$ cat src/rtl/dispensador_pkg.sv
// rtl/dispensador_pkg.sv - shared types and constants for the coin-change dispenser
// Purpose: state encoding, change-code width and inventory width helper used by
//          the dispenser top, its interface and its pulse timer.
package dispensador_pkg;

   localparam int CHANGE_W = 2;

   typedef enum logic [1:0] {
      IDLE  = 2'd0,
      PULSE = 2'd1,
      GAP   = 2'd2
   } disp_state_t;

   // Width needed to hold an inventory count from 0 up to cap inclusive.
   function automatic int calc_stock_w(input int cap);
      return $clog2(cap + 1);
   endfunction

endpackage

$ cat src/rtl/dispensador_cambio_if.sv
// rtl/dispensador_cambio_if.sv - request/inventory/status bundle between vending machine and dispenser
// Purpose: groups the dispenser's non-clock signals.
// Ports (master = vending side, slave = dispenser):
//   req, change, coin_in, refill      master -> slave
//   eject, busy, empty, short_fault, stock  slave -> master
interface dispensador_cambio_if #(
   parameter int STOCK_W = 4
);
   import dispensador_pkg::*;

   logic                req;
   logic [CHANGE_W-1:0] change;
   logic                coin_in;
   logic                refill;
   logic                eject;
   logic                busy;
   logic                empty;
   logic                short_fault;
   logic [STOCK_W-1:0]  stock;

   modport master (
      output req, change, coin_in, refill,
      input  eject, busy, empty, short_fault, stock
   );

   modport slave (
      input  req, change, coin_in, refill,
      output eject, busy, empty, short_fault, stock
   );

endinterface

$ cat src/rtl/temporizador_pulso.sv
// rtl/temporizador_pulso.sv - loadable down-counter timing the pulse and gap phases
// Purpose: start_i loads load_i; the counter then decrements to zero and holds.
// Ports:
//   clk, rst   clock, asynchronous active-low reset
//   start_i    load the counter this edge
//   load_i     phase length minus one
//   done_o     counter has reached zero (phase ends on the next edge)
module temporizador_pulso #(
   parameter int W = 16
) (
   input  logic         clk,
   input  logic         rst,
   input  logic         start_i,
   input  logic [W-1:0] load_i,
   output logic         done_o
);

   logic [W-1:0] cnt_q, cnt_d;

   always_comb begin
      cnt_d = cnt_q;
      if (start_i) begin
         cnt_d = load_i;
      end else if (cnt_q != '0) begin
         cnt_d = cnt_q - W'(1);
      end
   end

   always_ff @(posedge clk or negedge rst) begin
      if (!rst) begin
         cnt_q <= '0;
      end else begin
         cnt_q <= cnt_d;
      end
   end

   assign done_o = (cnt_q == '0);

endmodule

$ cat src/rtl/dispensador_cambio.sv
// rtl/dispensador_cambio.sv - turns a sale's change code into timed coin-ejector pulses
// Purpose: FSM (IDLE/PULSE/GAP), pending-coin count and hopper inventory.
// Ports:
//   clk, rst   clock, asynchronous active-low reset
//   bus        slave side of dispensador_cambio_if (request in, status out)
module dispensador_cambio
   import dispensador_pkg::*;
#(
   parameter int PULSE_CYCLES = 4,
   parameter int GAP_CYCLES   = 2,
   parameter int COIN_CAP     = 15,
   parameter int INIT_COINS   = 8
) (
   input logic                 clk,
   input logic                 rst,
   dispensador_cambio_if.slave bus
);

   localparam int STOCK_W = calc_stock_w(COIN_CAP);
   localparam int TMR_W   = 16;

   localparam logic [STOCK_W-1:0] CAP_V    = STOCK_W'(COIN_CAP);
   localparam logic [STOCK_W-1:0] INIT_V   = STOCK_W'(INIT_COINS);
   localparam logic [TMR_W-1:0]   PULSE_LD = TMR_W'(PULSE_CYCLES - 1);
   localparam logic [TMR_W-1:0]   GAP_LD   = TMR_W'(GAP_CYCLES - 1);

   disp_state_t         state_q, state_d;
   logic [CHANGE_W-1:0] pending_q, pending_d;
   logic [STOCK_W-1:0]  stock_q, stock_d;
   logic                fault_q, fault_d;
   logic                eject_q, busy_q, empty_q;

   logic                tmr_start, tmr_done;
   logic [TMR_W-1:0]    tmr_load;
   logic                fault_set, dec;
   logic [STOCK_W-1:0]  change_ext;
   logic                short_req;

   assign change_ext = STOCK_W'(bus.change);
   assign short_req  = (change_ext > stock_q);

   temporizador_pulso #(.W(TMR_W)) u_tmr (
      .clk     (clk),
      .rst     (rst),
      .start_i (tmr_start),
      .load_i  (tmr_load),
      .done_o  (tmr_done)
   );

   always_comb begin
      state_d   = state_q;
      pending_d = pending_q;
      tmr_start = 1'b0;
      tmr_load  = PULSE_LD;
      fault_set = 1'b0;
      case (state_q)
         IDLE: begin
            if (bus.req && (bus.change != '0)) begin
               // Pay what the hopper holds; the remainder is flagged, not queued.
               pending_d = short_req ? CHANGE_W'(stock_q) : bus.change;
               fault_set = short_req;
               if (pending_d != '0) begin
                  state_d   = PULSE;
                  tmr_start = 1'b1;
               end
            end
         end
         PULSE: begin
            if (tmr_done) begin
               state_d   = GAP;
               tmr_start = 1'b1;
               tmr_load  = GAP_LD;
            end
         end
         GAP: begin
            if (tmr_done) begin
               pending_d = pending_q - CHANGE_W'(1);
               if (pending_d != '0) begin
                  state_d   = PULSE;
                  tmr_start = 1'b1;
               end else begin
                  state_d = IDLE;
               end
            end
         end
         default: state_d = IDLE;
      endcase
   end

   // One coin leaves the hopper on every edge that enters PULSE.
   assign dec = (state_d == PULSE) && (state_q != PULSE);

   always_comb begin
      stock_d = stock_q;
      if (bus.refill) begin
         stock_d = CAP_V;
      end else if (dec && !bus.coin_in) begin
         stock_d = stock_q - STOCK_W'(1);
      end else if (!dec && bus.coin_in && (stock_q != CAP_V)) begin
         stock_d = stock_q + STOCK_W'(1);
      end
      fault_d = bus.refill ? 1'b0 : (fault_q | fault_set);
   end

   always_ff @(posedge clk or negedge rst) begin
      if (!rst) begin
         state_q   <= IDLE;
         pending_q <= '0;
         stock_q   <= INIT_V;
         fault_q   <= 1'b0;
         eject_q   <= 1'b0;
         busy_q    <= 1'b0;
         empty_q   <= (INIT_COINS == 0);
      end else begin
         state_q   <= state_d;
         pending_q <= pending_d;
         stock_q   <= stock_d;
         fault_q   <= fault_d;
         eject_q   <= (state_d == PULSE);
         busy_q    <= (state_d != IDLE);
         empty_q   <= (stock_d == '0);
      end
   end

   assign bus.eject       = eject_q;
   assign bus.busy        = busy_q;
   assign bus.empty       = empty_q;
   assign bus.short_fault = fault_q;
   assign bus.stock       = stock_q;

endmodule
$ cat src/flat_wrapper.sv
// flat-port wrapper written by rule: the top's interface ports become plain ports
module dispensador_cambio_flat import dispensador_pkg::*;
#(
   parameter int PULSE_CYCLES = 4,
   parameter int GAP_CYCLES   = 2,
   parameter int COIN_CAP     = 15,
   parameter int INIT_COINS   = 8
)
  (clk, rst, bus_req, bus_change, bus_coin_in, bus_refill, bus_eject, bus_busy, bus_empty, bus_short_fault, bus_stock);
  dispensador_cambio_if bus_i ();
  input logic clk;
  input logic rst;
  input wire logic [$bits(bus_i.req)-1:0] bus_req;
  input wire logic [$bits(bus_i.change)-1:0] bus_change;
  input wire logic [$bits(bus_i.coin_in)-1:0] bus_coin_in;
  input wire logic [$bits(bus_i.refill)-1:0] bus_refill;
  output wire logic [$bits(bus_i.eject)-1:0] bus_eject;
  output wire logic [$bits(bus_i.busy)-1:0] bus_busy;
  output wire logic [$bits(bus_i.empty)-1:0] bus_empty;
  output wire logic [$bits(bus_i.short_fault)-1:0] bus_short_fault;
  output wire logic [$bits(bus_i.stock)-1:0] bus_stock;
  assign bus_i.req = bus_req;
  assign bus_i.change = bus_change;
  assign bus_i.coin_in = bus_coin_in;
  assign bus_i.refill = bus_refill;
  assign bus_eject = bus_i.eject;
  assign bus_busy = bus_i.busy;
  assign bus_empty = bus_i.empty;
  assign bus_short_fault = bus_i.short_fault;
  assign bus_stock = bus_i.stock;
  dispensador_cambio #(.PULSE_CYCLES(PULSE_CYCLES), .GAP_CYCLES(GAP_CYCLES), .COIN_CAP(COIN_CAP), .INIT_COINS(INIT_COINS)) u_core (.clk(clk), .rst(rst), .bus(bus_i));
endmodule
$ cat config.mk
export PLATFORM = sky130hd
export DESIGN_NAME = dispensador_cambio_flat
export DESIGN_NICKNAME = d
export VERILOG_FILES = /design/src/rtl/dispensador_pkg.sv /design/src/rtl/dispensador_cambio_if.sv /design/src/rtl/temporizador_pulso.sv /design/src/rtl/dispensador_cambio.sv /design/src/flat_wrapper.sv
export SDC_FILE = /design/constraint.sdc
export NUM_CORES = 1
export LEC_CHECK = 0
export BUFFER_PORTS_ARGS = -buffer_cell sky130_fd_sc_hd__buf_4
export CORE_ASPECT_RATIO = 0.9
export CORE_MARGIN = 2
export CORE_UTILIZATION = 50
export CTS_BUF_LIST = sky130_fd_sc_hd__clkbuf_4 sky130_fd_sc_hd__clkbuf_8 sky130_fd_sc_hd__clkbuf_16
export DETAILED_ROUTE_END_ITERATION = 8
export PLACE_DENSITY = 0.77
export SLEW_MARGIN = 20
export SYNTH_ARGS = -nofsm -noshare
export SYNTH_HDL_FRONTEND = slang
export SYNTH_SLANG_ARGS = --single-unit
$ cat constraint.sdc
create_clock -name clk -period 2.8 [get_ports clk]
set_input_delay 0.56 -clock clk [delete_from_list [all_inputs] [get_ports clk]]
set_output_delay 0.56 -clock clk [all_outputs]
set_load 0.02 [all_outputs]
; ---- Word-level counts from Yosys, hierarchy flattened
; Index checks and enable logic that the tools add are counted.
; Widths: inputs -> output; s select.
[op_classes]
mux = 26
n_bitwise = 1
magnitude_cmp = 1
reduce_logical = 18
n_addsub = 4
eq_ne = 7
[ops]
columns = op, count
row1 = $mux 16, 3
row2 = $logic_not 16->1, 1
row3 = $mux 2, 8
row4 = $reduce_bool 16->1, 1
row5 = $sub 16x1->16 const B, 1
row6 = $mux 4, 3
row7 = $reduce_bool 2->1, 6
row8 = $mux 1, 9
row9 = $ne 2x1->1 const B, 3
row10 = $pmux 2 s3, 1
row11 = $logic_and 1x1->1, 5
row12 = $add 4x1->4 const B, 1
row13 = $eq 2x1->1 const B, 2
row14 = $gt 2x4->1, 1
row15 = $logic_not 4->1, 1
row16 = $ne 4x4->1 const B, 1
row17 = $pmux 2 s2, 1
row18 = $sub 4x1->4 const B, 1
row19 = $pmux 1 s3, 1
row20 = $reduce_and 3->1, 1
row21 = $eq 2x2->1 const B, 1
row22 = $logic_not 1->1, 2
row23 = $logic_not 2->1, 1
row24 = $sub 2x1->2 const B, 1
row25 = $or 1x1->1, 1
[totals]
regBits = 28
input_bits = 7
out_inout_bits = 8

; ---- Logic depth before layout (Yosys ltp)
; Gate-level depths: netlist of the first run.
[depth]
ltp_word = 15
ltp_mapped = 9
ltp_nobuf = 8

; ---- Modules after synthesis
; A second synthesis of the first run with hierarchy kept.
[hier_totals]
cells_unflattened = 197
area_unflattened_um2 = 1869.3
[by_module_without_submodules]
columns = mod, cells_each, n_inst, area_per_inst_um2, seq_area_each_um2
row1 = temporizador_pulso, 104, 1, 1006.0, 400.4
row2 = dispensador_cambio, 93, 1, 863.3, 301.5

; ---- Worst setup path before layout of the first run
; Ideal clock, no wire load.
[synth_timing]
kind = register to register
start = reg u_core.stock_q[1], in the netlist u_core.bus.stock[1]
end = reg u_core.stock_q[1], in the netlist u_core.bus.stock[1]
period_less_slack_ps = 2321
path_slack_ps = 479
t_arrival_ps = 2197
stages_incl_launch_ff = 10
path_cell_list = dfrtp_1 > inv_1 > ha_1 > a211oi_1 > o211ai_2 > a2bb2oi_4 > buf_6 > nand2_2 > mux2i_1 > a211o_1
[synth_between]
elab_chain_len = 14
word_cells_on_any_way = 18
cone_classes = add/sub (2) / order compare (1) / eq/ne (2) / mux (7) / reduce/logical (6)
[synth_lines]
columns = item, line_no
row1 = start: declaration, dispensador_cambio.sv:29  ; logic [STOCK_W-1:0] stock_q, stock_d;
row2 = start signal: assignment, dispensador_cambio.sv:117  ; stock_q <= stock_d;
row3 = $gt 2x4->1, dispensador_cambio.sv:40  ; assign short_req = (change_ext > stock_q);
row4 = $mux 2, dispensador_cambio.sv:60  ; pending_d = short_req ? CHANGE_W'(stock_q) : bus.change;
row5 = $reduce_bool 2->1, dispensador_cambio.sv:62  ; if (pending_d != '0) begin
row6 = $mux 2, dispensador_cambio.sv:62
row7 = $mux 2, dispensador_cambio.sv:58  ; if (bus.req && (bus.change != '0)) begin
row8 = $pmux 2 s3, dispensador_cambio.sv:56  ; case (state_q)
row9 = $eq 2x1->1, dispensador_cambio.sv:91  ; assign dec = (state_d == PULSE) && (state_q != PULSE);
row10 = $logic_and 1x1->1, dispensador_cambio.sv:91
row11 = $logic_not 1->1, dispensador_cambio.sv:99  ; end else if (!dec && bus.coin_in && (stock_q != CAP_V)) begin
row12 = $logic_and 1x1->1 (2 in a row), dispensador_cambio.sv:99
row13 = $mux 4, dispensador_cambio.sv:99
row14 = $mux 4 (*), dispensador_cambio.sv:97  ; end else if (dec && !bus.coin_in) begin
row15 = $mux 4 (*), dispensador_cambio.sv:95  ; if (bus.refill) begin
row16 = via u_core.stock_d[1], dispensador_cambio.sv:29
; The timed path passes the listed nets; every way through them passes the cells marked *.
; A chain may end at the register's enable or synchronous reset.

; ---- Worst setup path in the final report of the first run
[layout_timing]
start = reg u_core.stock_q[1], in the netlist u_core.bus.stock[1]
end = reg u_core.empty_q, in the netlist u_core.bus.empty
[layout_between]
elab_chain_len = 15
word_cells_on_any_way = 19
cone_classes = add/sub (2) / order compare (1) / eq/ne (2) / mux (7) / reduce/logical (7)
[layout_lines]
columns = item, line_no
row1 = $gt 2x4->1, dispensador_cambio.sv:40
row2 = $mux 2, dispensador_cambio.sv:60
row3 = $reduce_bool 2->1, dispensador_cambio.sv:62
row4 = $mux 2, dispensador_cambio.sv:62
row5 = $mux 2, dispensador_cambio.sv:58
row6 = $pmux 2 s3, dispensador_cambio.sv:56
row7 = $eq 2x1->1, dispensador_cambio.sv:91
row8 = $logic_and 1x1->1, dispensador_cambio.sv:91
row9 = $logic_not 1->1, dispensador_cambio.sv:99
row10 = $logic_and 1x1->1 (2 in a row), dispensador_cambio.sv:99
row11 = $mux 4, dispensador_cambio.sv:99
row12 = $mux 4 (*), dispensador_cambio.sv:97
row13 = $mux 4 (*), dispensador_cambio.sv:95
row14 = $logic_not 4->1 (*), dispensador_cambio.sv:121  ; empty_q <= (stock_d == '0);
row15 = end signal: assignment, dispensador_cambio.sv:113  ; empty_q <= (INIT_COINS == 0);
row16 = end signal: assignment, dispensador_cambio.sv:121
row17 = end: declaration, dispensador_cambio.sv:31  ; logic eject_q, busy_q, empty_q;
; Every way passes the cells marked *; elsewhere a longest branch is shown, timed or not.

==> results of run 1 <==
==> placed cells by master, fill, tap and decap left out, drive strengths merged, types with 3 or more instances in the layout <==
cell type	count
a211oi	3
a21oi	8
buf	19
clkbuf	3
dfrtp	27
ha	6
inv	8
mux2i	4
nand2	10
nand2b	7
nand3	3
nand3b	3
nor2	20
nor2b	3
nor3	8
nor4	3
o211ai	3
o21ai	10
or3	7
xnor2	7
==> stage by stage <==
step | utilization, % | hold WS, ns | worst slack (ns)
global route | 58.8 | 0.195 | 0.0229
floorplan | - | 0.264 | 0.479
CTS | 58.7 | 0.175 | 0.230
detailed placement | 56.5 | 0.480 | 0.168
global placement | 56.5 | 0.468 | 0.321
finish | 58.8 | 0.171 | 0.287
==> cells in the mapped netlist (all sizes together) <==
master   instances
a2bb2oi          1
nor2b            3
ha               6
xor2             2
inv              8
dfstp            1
nor4             3
nor2            20
o22ai            2
o21a             1
clkbuf           1
nor3             8
o31ai            2
and3             1
or2              2
o211a            1
nor3b            2
a22oi            1
nand3            3
a21oi            8
nand2b           7
xnor2            7
a22o             1
or3              7
a211oi           3
mux2i            4
or4              1
o211ai           3
nand2           10
nand3b           3
mux2             2
o21ai           10
a2111o           1
a211o            1
a21boi           1
o21ba            1
dfrtp           27
and4             1
nand4b           1
o221ai           1
nand4            2
a2111oi          1
buf              2
==> power groups by stage <==
| stage | sequential [W] | clock, W | combinational, W |
|---|---|---|---|
| 2_1_floorplan | 0.000709 | 0 | 0.000636 |
| 3_3_place_gp | 0.000688 | 0 | 0.000854 |
| 3_5_place_dp | 0.000701 | 0 | 0.000901 |
| 4_1_cts | 0.000693 | 0.000335 | 0.000908 |
| 5_1_grt | 0.000715 | 0.000348 | 0.00102 |
| 6_report | 0.000698 | 0.000328 | 0.000909 |
==> worst max-delay path by stage <==
stage / from / to / slack (ns) / cells after the start
final: u_core.bus.stock[1] / u_core.bus.empty / 0.29 / 9
after global routing: u_core.bus.stock[1] / u_core.bus.empty / 0.02 / 9
after CTS: u_core.bus.stock[1] / u_core.bus.empty / 0.23 / 8
after detailed placement: bus_change[0] / u_core.bus.empty / 0.17 / 9
after global placement: bus_change[0] / u_core.bus.empty / 0.32 / 9
after floorplan: u_core.bus.stock[1] / u_core.bus.stock[1] / 0.48 / 9
==> area by class of cell <==
cell class	instances	share of cell area, %
multi-input cells	134	48.5
clock inverters	1	1.55
repair buffers	19	7.34
clock buffers	3	2.12
inverters	8	1.55
well taps	44	2.83
flip-flops and latches	28	36.1
==> routing by layer <==
metal | up-vias | track usage, %
met5 | - | 0
met3 | 12 | 3.80
met4 | 0 | 9.82
li1 | 667 | -
met1 | 669 | 25.8
met2 | 46 | 37.6
==> logic make-up after synthesis <==
logic type	synth area share, %
AND/OR/NAND/NOR	25.0
AO/OA/AOI/OAI	17.4
flip-flops	41.6
buffers and inverters	2.96
XOR/XNOR	4.67
multiplexers	3.93
adder cells (fa/ha/maj)	4.44
==> registers in the layout, summed over array words and instances, names as in the netlist <==
name                    count
u_core.bus.eject            1
u_core.bus.empty            1
u_core.bus.short_fault      1
u_core.pending_q            2
u_core.state_q              2
u_core.u_tmr.cnt_q         16
u_core.bus.busy             1
u_core.bus.stock            4
==> critical path, cell delays in order, from the launching register on <==
cell and delay [ns]:
dfrtp_1 0.44, inv_1 0.14, ha_1 0.34, a211oi_2 0.27
o211ai_2 0.15, a2bb2oi_4 0.33, buf_4 0.20, nor3b_1 0.21
o22ai_1 0.12, a211oi_1 0.21
==> timing repair <==
| action | 4_1_cts | 5_1_grt |
|---|---|---|
| hold buffers | 0 | 0 |
| gates resized for setup | 0 | 1 |
| setup endpoints to repair | 0 | 4 |
==> flow_metrics.py, run 1 <==
metrics = {
    "setup_path": {
        "worst_ep_arrival_time_ns": 2.70,
        "r2r_slack_ns": 0.29,
        "cp_data_required_time_ns": 2.98,
        "endpoint_kind": "flip-flop",
        "r2r_start": "u_core.bus.stock[1]",
        "crit_fanout": 9,
        "critPathKind": "reg -> reg",
        "critical_path.startpoint_type": "flip-flop",
        "reg2reg_depth": 9,
        "r2r-end": "u_core.bus.empty",
    },
    "routing": {
        "dr_wl_met2_mm": 1.87,
        "drtIter0Drc": 59,
        "post_drt_wl_per_cell_um": 15.7,
        "wl_met3_um": 166,
        "routed_via_density": 5.88,
        "vias": 1394,
        "wl_mm": 3.73,
        "antenna_left": 0,
        "dr.pass1.iters": 5,
        "drc": 0,
        "top_layer": "met4",
        "wl_met1_mm": 1.58,
    },
    "synth": {
        "synth_seq_area_share_pct": 41.6,
        "synthTopCellsByArea": "dfrtp_1, ha_1, nor2_1, xnor2_1, nand2b_1",
        "ys_ff_latch": 28,
        "syn_nets": 186,
        "synth.avg_cell_area_sq_um": 9.76,
        "syn_inst": 173,
        "synth.distinct_cells": 52,
        "yosys.area.top_type_share_pct": 40.0,
        "ys_warn_count": 0,
        "synth_area_sq_mm": 0.00169,
        "yosysTopAreaCell": "dfrtp_1",
    },
    "global_route": {
        "antenna_found_initial": 0,
        "grt_pass1_wl_mm": 6.29,
        "gr-total-overflow": 0,
        "grt_usage_pct": 21.4,
        "grt_pass1_vias": 1398,
        "grt_max_degree": 29,
    },
    "clocking": {
        "cts_sinks": 28,
        "clk_latency_ns": 0.29,
        "clk_pin_slew_worst_paths_ns": 0.10,
        "clock_path_buffers": 2,
        "cts_max_level": 1,
        "cts_setup_buffers": 0,
        "tritoncts": "yes",
        "cts-root-buf": "clkbuf_8",
        "cts_made_buffers": 3,
    },
    "timing": {
        "fin_skew_ns": 0.00975,
        "setup-violations-final": 0,
        "setup_tns_ns": 0,
        "fin_crit_sh_pct": 89.8,
        "max_freq_ghz": 0.398,
        "final-hold-violation-count": 0,
        "drv_slew": 0,
        "slew_headroom_pct": 62.3,
        "worst_slew_pin_slew_ns": 0.564,
        "fin_crit_ns": 2.51,
        "rsz0062_at_grt": "false",
    },
    "die": {
        "ios": 15,
        "die_y_um": 59.1,
        "core_sq_mm": 0.00330,
        "rows": 20,
        "floorplan.initialDensity_pct": 51.1,
        "dieArea_sq_mm": 0.00386,
        "die_w_um": 65.3,
    },
    "pwr": {
        "p_int_w": 0.00113,
        "power_w": 0.00194,
        "clockPowerShare_pct": 17.0,
        "comb_power_share_pct": 47.0,
        "pwr_density_cell_mw_per_mm2": 996,
        "pwr-share-seq_pct": 36.1,
        "sw_frac_of_total_pct": 41.6,
        "switchingPower_w": 0.000806,
        "ir_worst_vdd_v": 0.000432,
        "p_leak_nw": 0.861,
    },
    "hold_path": {
        "min_path_type": "in -> async",
    },
    "finish": {
        "final_nets": 207,
        "design_area_sq_mm": 0.00194,
        "fillers": 304,
        "multi_input_area_sq_um": 942,
        "area_growth_pct": 15.0,
        "antennaDiodeCount": 0,
        "drive_above_1_share_pct": 18.7,
        "seqCellArea_sq_um": 702,
        "final_cells": 237,
    },
    "place": {
        "dpl_cell_area_sq_mm": 0.00187,
        "globalplace.congestion": 0.955,
        "io_buffers": 14,
        "hpwl_mm": 2.66,
        "dp_cells": 233,
    },
    "status": {
        "outcome": "finished, final reports clean",
    },
    "job": {
        "max_cap_violations": 0,
    },
}
(Power assumes the default switching activity.)
==> run 2: changes to the inputs <==
--- a/config.mk
+++ b/config.mk
@@ -8,10 +8,11 @@
 export BUFFER_PORTS_ARGS = -buffer_cell sky130_fd_sc_hd__buf_4
 export CORE_ASPECT_RATIO = 0.9
 export CORE_MARGIN = 2
-export CORE_UTILIZATION = 50
+export CORE_UTILIZATION = 55
 export CTS_BUF_LIST = sky130_fd_sc_hd__clkbuf_4 sky130_fd_sc_hd__clkbuf_8 sky130_fd_sc_hd__clkbuf_16
 export DETAILED_ROUTE_END_ITERATION = 8
-export PLACE_DENSITY = 0.77
+export PLACE_DENSITY = 0.83
+export RECOVER_POWER = 100
 export SLEW_MARGIN = 20
 export SYNTH_ARGS = -nofsm -noshare
 export SYNTH_HDL_FRONTEND = slang
==> run 2 against run 1 <==
Net effect:
- the run now ends with max-capacitance violations left
- clock skew shrank 0.0018 ns
- flip-flop and latch count is the same
- wire length shrank 11%
- critical path type unchanged
- largest power group unchanged
- highest routed layer unchanged
==> flow_metrics.py, run 2 (synthesis gave the netlist of run 1 again) <==
metrics = {
    "status": {
        "outcome": "complete, but fails checks",
        "violations": "max-capacitance violations",
    },
    "hold_path": {
        "min_path_type": "in -> reg",
    },
    "finish": {
        "antennaDiodeCount": 0,
        "final_nets": 204,
        "fillers": 269,
        "seqCellArea_sq_um": 702,
        "layout_commonest_cell": "dfrtp_1",
        "multi_input_area_sq_um": 927,
        "final_cell_mix": "dfrtp_1, nor2_1, nand2_1",
        "largest_register_ffs": 16,
        "top_register": "u_core.u_tmr.cnt_q",
        "drive_above_1_share_pct": 11.1,
        "area_growth_pct": 8.30,
    },
    "timing": {
        "setup-violations-final": 0,
        "worst_slew_pin_slew_ns": 1.49,
        "setup_tns_ns": 0,
        "max_freq_ghz": 0.394,
        "whs_ns": 0.419,
        "fin_crit_sh_pct": 90.6,
        "slew_headroom_pct": 0.405,
        "fin_skew_ns": 0.00792,
        "final-hold-violation-count": 0,
        "fin_crit_ns": 2.54,
        "rsz0062_at_grt": "false",
        "drv_slew": 0,
    },
    "clocking": {
        "cts_sinks": 28,
        "cts-root-buf": "clkbuf_4",
        "cts_setup_buffers": 0,
        "tritoncts": "yes",
        "clk_latency_ns": 0.32,
        "ctsResizeCount": 0,
        "clk_pin_slew_worst_paths_ns": 0.14,
        "cts_hold_buf": 0,
        "cts_max_level": 1,
        "cts_made_buffers": 3,
        "clock_path_buffers": 2,
    },
    "pwr": {
        "pwr_density_cell_mw_per_mm2": 940,
        "p_leak_nw": 0.790,
        "ir_worst_vdd_v": 0.000515,
    },
    "die": {
        "dieArea_sq_mm": 0.00353,
        "floorplan.initialDensity_pct": 56.4,
        "core_sq_mm": 0.00300,
        "die_w_um": 62.4,
        "die_y_um": 56.6,
        "rows": 19,
        "ios": 15,
    },
    "setup_path": {
        "r2r_slack_ns": 0.26,
        "startpoint": "u_core.bus.stock[1]",
        "critPathKind": "reg -> reg",
        "r2r_start": "u_core.bus.stock[1]",
        "crit_end": "u_core.bus.empty",
        "reg2reg_depth": 9,
        "endpoint_kind": "flip-flop",
        "cp_data_required_time_ns": 3.04,
        "r2r-end": "u_core.bus.empty",
        "worst_ep_arrival_time_ns": 2.78,
        "crit_fanout": 12,
        "critical_path.startpoint_type": "flip-flop",
    },
    "global_route": {
        "grt_max_degree": 29,
        "antenna_found_initial": 0,
        "grt_usage_pct": 20.2,
        "gr-total-overflow": 0,
        "grt_pass1_wl_mm": 5.71,
        "grt_pass1_vias": 1265,
    },
    "place": {
        "globalplace.congestion": 0.872,
        "hpwl_mm": 2.49,
        "io_buffers": 14,
    },
    "routing": {
        "wl_mm": 3.33,
        "antenna_left": 0,
        "drtIter0Drc": 51,
        "dr.pass1.iters": 4,
        "drc": 0,
        "post_drt_wl_per_cell_um": 14.3,
        "routed_via_density": 5.81,
        "vias": 1349,
    },
    "job": {
        "max_cap_violations": 1,
    },
}
-- run 2: cell types whose count changed in the layout (fill, tap and decap cells not counted), moves of 3 or more --
cell | before | now
buf_4 | 19 | 7
clkbuf_1 | 0 | 8
o21ai_1 | 5 | 2
clkbuf_8 | 3 | 0
clkbuf_4 | 0 | 4
o21ai_0 | 5 | 8
-- run 2: how the worst min path moves through the flow --
| stage | end | depth (start not counted) | slack, ns | start |
|---|---|---|---|---|
| final | u_core.bus.short_fault | 2 | 0.42 | bus_refill |
| after global routing | u_core.bus.short_fault | 2 | 0.40 | bus_refill |
| after CTS | u_core.u_tmr.cnt_q[15] | 1 | 0.13 | rst |
| after detailed placement | u_core.pending_q[0] | 1 | 0.47 | u_core.pending_q[0] |
| after global placement | u_core.pending_q[0] | 1 | 0.47 | u_core.pending_q[0] |
| after floorplan | u_core.bus.busy | 0 | 0.26 | rst |
-- run 2: through the flow --
stage / utilization [%] / power, W / setup WS (ns) / cell area, sq um / cells
floorplan: - / 0.00134 / 0.479 / 1690 / 173
global placement: 61.5 / 0.00153 / 0.283 / 1840 / 228
detailed placement: 61.5 / 0.00157 / 0.203 / 1840 / 228
CTS: 62.5 / 0.00175 / 0.278 / 1870 / 232
global route: 61.1 / 0.00188 / 0.0267 / 1830 / 232
finish: 61.1 / 0.00172 / 0.263 / 1830 / 232
-- run 2: cell type report --
type	instances	area share, %
flip-flops and latches	28	38.4
repair buffers	16	4.79
inverters	8	1.64
clock buffers	4	1.64
multi-input cells	134	50.7
well taps	42	2.87
-- run 2: critical path, stage by stage (launching register included) --
cell	delay [ns]
dfrtp_1	0.46
inv_1	0.14
ha_1	0.33
a211oi_1	0.28
o211ai_1	0.19
a2bb2oi_4	0.36
clkbuf_2	0.23
and4_1	0.19
o21ai_1	0.06
a211oi_1	0.23
-- run 2: report_power, final --
group / internal, W / switching (W) / total [W]
Clock: 0.0000655 / 0.000112 / 0.000178
Combinational: 0.000351 / 0.000500 / 0.000851
Sequential: 0.000547 / 0.000145 / 0.000692
Total: 0.000963 / 0.000757 / 0.00172
-- run 2: routing by layer --
metal  track usage, %  wire [um]
met4             5.08         28
met3             2.61        136
met5                0          0
met2             35.9       1660
met1             26.0       1500
==> run 3: changes to the inputs <==
--- a/config.mk
+++ b/config.mk
@@ -11,8 +11,9 @@
 export CORE_UTILIZATION = 55
 export CTS_BUF_LIST = sky130_fd_sc_hd__clkbuf_4 sky130_fd_sc_hd__clkbuf_8 sky130_fd_sc_hd__clkbuf_16
 export DETAILED_ROUTE_END_ITERATION = 8
-export PLACE_DENSITY = 0.83
+export PLACE_DENSITY = 0.75
 export RECOVER_POWER = 100
+export SKIP_LAST_GASP = 1
 export SLEW_MARGIN = 20
 export SYNTH_ARGS = -nofsm -noshare
 export SYNTH_HDL_FRONTEND = slang
==> run 3 against run 2 <==
Net effect:
- the run still ends with max-capacitance violations left
- hold slack got worse by 0.0065 ns
- setup slack lost 0.0023 ns
- via count up 0.22%
- wire length fell by 0.63%
==> flow_metrics.py, run 3 (synthesis gave the netlist of run 1 again) <==
metrics = {
    "pwr": {
        "comb_power_share_pct": 48.6,
        "p_leak_nw": 0.789,
        "sw_frac_of_total_pct": 43.5,
        "pwr_density_cell_mw_per_mm2": 928,
        "clockPowerShare_pct": 10.8,
        "pwr-share-seq_pct": 40.6,
        "p_int_w": 0.000954,
        "switchingPower_w": 0.000735,
        "ir_worst_vdd_v": 0.000428,
    },
    "die": {
        "floorplan.initialDensity_pct": 56.4,
        "core_sq_mm": 0.00300,
        "rows": 19,
        "dieArea_sq_mm": 0.00353,
        "die_w_um": 62.4,
        "die_y_um": 56.6,
        "ios": 15,
    },
    "setup_path": {
        "worst_ep_arrival_time_ns": 2.81,
        "r2r_slack_ns": 0.26,
        "critical_path.startpoint_type": "flip-flop",
        "crit_fanout": 7,
        "crit_chain": "or4_1 -> nor3_1 -> nand2_1 -> o211ai_1 -> o31ai_1 -> a21oi_1",
        "slowest_stage": "nor3_1",
        "cp_data_required_time_ns": 3.07,
        "endpoint_kind": "flip-flop",
        "slowest_delay_ns": 0.62,
        "critPathKind": "reg -> reg",
    },
    "finish": {
        "antennaDiodeCount": 0,
        "layout_commonest_cell": "dfrtp_1",
        "area_growth_pct": 7.70,
        "final_nets": 205,
        "largest_register_ffs": 16,
        "final_cell_mix": "dfrtp_1, nor2_1, clkbuf_1",
        "drive_above_1_share_pct": 10.5,
        "top_register": "u_core.u_tmr.cnt_q",
        "fillers": 288,
    },
    "clocking": {
        "cts-root-buf": "clkbuf_4",
        "cts_made_buffers": 3,
        "cts_max_level": 1,
        "tritoncts": "yes",
        "clock_path_buffers": 2,
        "cts_hold_buf": 0,
        "clk_latency_ns": 0.33,
        "clk_pin_slew_worst_paths_ns": 0.16,
        "cts_sinks": 28,
    },
    "routing": {
        "dr.pass1.iters": 4,
        "drtIter0Drc": 57,
        "wl_mm": 3.31,
        "routed_via_density": 5.80,
        "drc": 0,
        "post_drt_wl_per_cell_um": 14.2,
        "vias": 1352,
        "antenna_left": 0,
    },
    "place": {
        "hpwl_mm": 2.52,
        "io_buffers": 14,
        "globalplace.congestion": 0.807,
    },
    "global_route": {
        "grt_max_degree": 29,
        "grt_pass1_wl_mm": 5.94,
        "grt_pass1_vias": 1301,
        "grt_usage_pct": 21.2,
        "antenna_found_initial": 0,
        "gr-total-overflow": 0,
    },
    "timing": {
        "slew_headroom_pct": 0.393,
        "drv_slew": 0,
        "setup_tns_ns": 0,
        "fin_crit_ns": 2.54,
        "fin_crit_sh_pct": 90.7,
        "rsz0062_at_grt": "false",
        "max_freq_ghz": 0.394,
        "fin_skew_ns": 0.0133,
        "final-hold-violation-count": 0,
        "setup-violations-final": 0,
        "whs_ns": 0.412,
        "worst_slew_pin_slew_ns": 1.49,
    },
    "hold_path": {
        "min_path_type": "in -> reg",
    },
    "status": {
        "outcome": "complete, but fails checks",
        "violations": "max-capacitance violations",
    },
    "job": {
        "max_cap_violations": 1,
    },
}
## run 3: cell type report
type	instances	area (sq um)	area share, %
timing repair buffer	17	93.8	5.16
multi-input combinational	134	911	50.1
clock buffer	4	30.0	1.65
inverter	8	30.0	1.65
tap	42	52.6	2.89
sequential	28	702	38.6
## run 3: worst paths after layout
kind	startpoint	endpoint	cells after the start
max	u_core.u_tmr.cnt_q[8]	u_core.pending_q[1]	6
min	bus_refill	u_core.bus.short_fault	2
max reg2reg	u_core.u_tmr.cnt_q[8]	u_core.pending_q[1]	6
min reg2reg	u_core.bus.short_fault	u_core.bus.short_fault	2
max in group asynchronous	rst	u_core.u_tmr.cnt_q[6]	1
min in group asynchronous	rst	u_core.bus.busy	1
## run 3: power groups by stage
stage	logic [W]	clock network, W	registers [W]
floorplan	0.000636	0	0.000709
global placement	0.000847	0	0.000689
detailed placement	0.000872	0	0.000703
CTS	0.000876	0.000187	0.000696
global route	0.000928	0.000211	0.000704
finish	0.000821	0.000183	0.000685
## run 3: critical path: cells and delay by family (launching register included)
| kind | cells | cell delay, ns |
|---|---|---|
| flops | 1 | 0.46 |
| simple gates | 3 | 1.54 |
| compound gates | 3 | 0.50 |
## run 3: routing by layer
metal	track usage (%)	vias up	part of all wire (%)
met4	7.94	0	1.6
met2	34.9	22	49
met3	3.21	6	2.6
met1	28.6	654	47
met5	0	-	0
li1	-	670	-
## run 3: repair_timing
item,4_1_cts,5_1_grt
setup buffers,0,0
endpoints found under the setup margin,0,3
endpoints found under the hold margin,0,0
gates resized for setup,0,1
## run 3: through the flow
| stage | total power, W | instances | area (sq um) | utilization (%) | setup WS (ns) |
|---|---|---|---|---|---|
| final | 0.00169 | 233 | 1820 | 60.7 | 0.261 |
| after global routing | 0.00184 | 233 | 1820 | 60.7 | 0.0428 |
| after CTS | 0.00176 | 233 | 1880 | 62.7 | 0.177 |
| after detailed placement | 0.00158 | 229 | 1850 | 61.7 | 0.113 |
| after global placement | 0.00154 | 229 | 1850 | 61.7 | 0.229 |
| after floorplan | 0.00134 | 173 | 1690 | - | 0.479 |
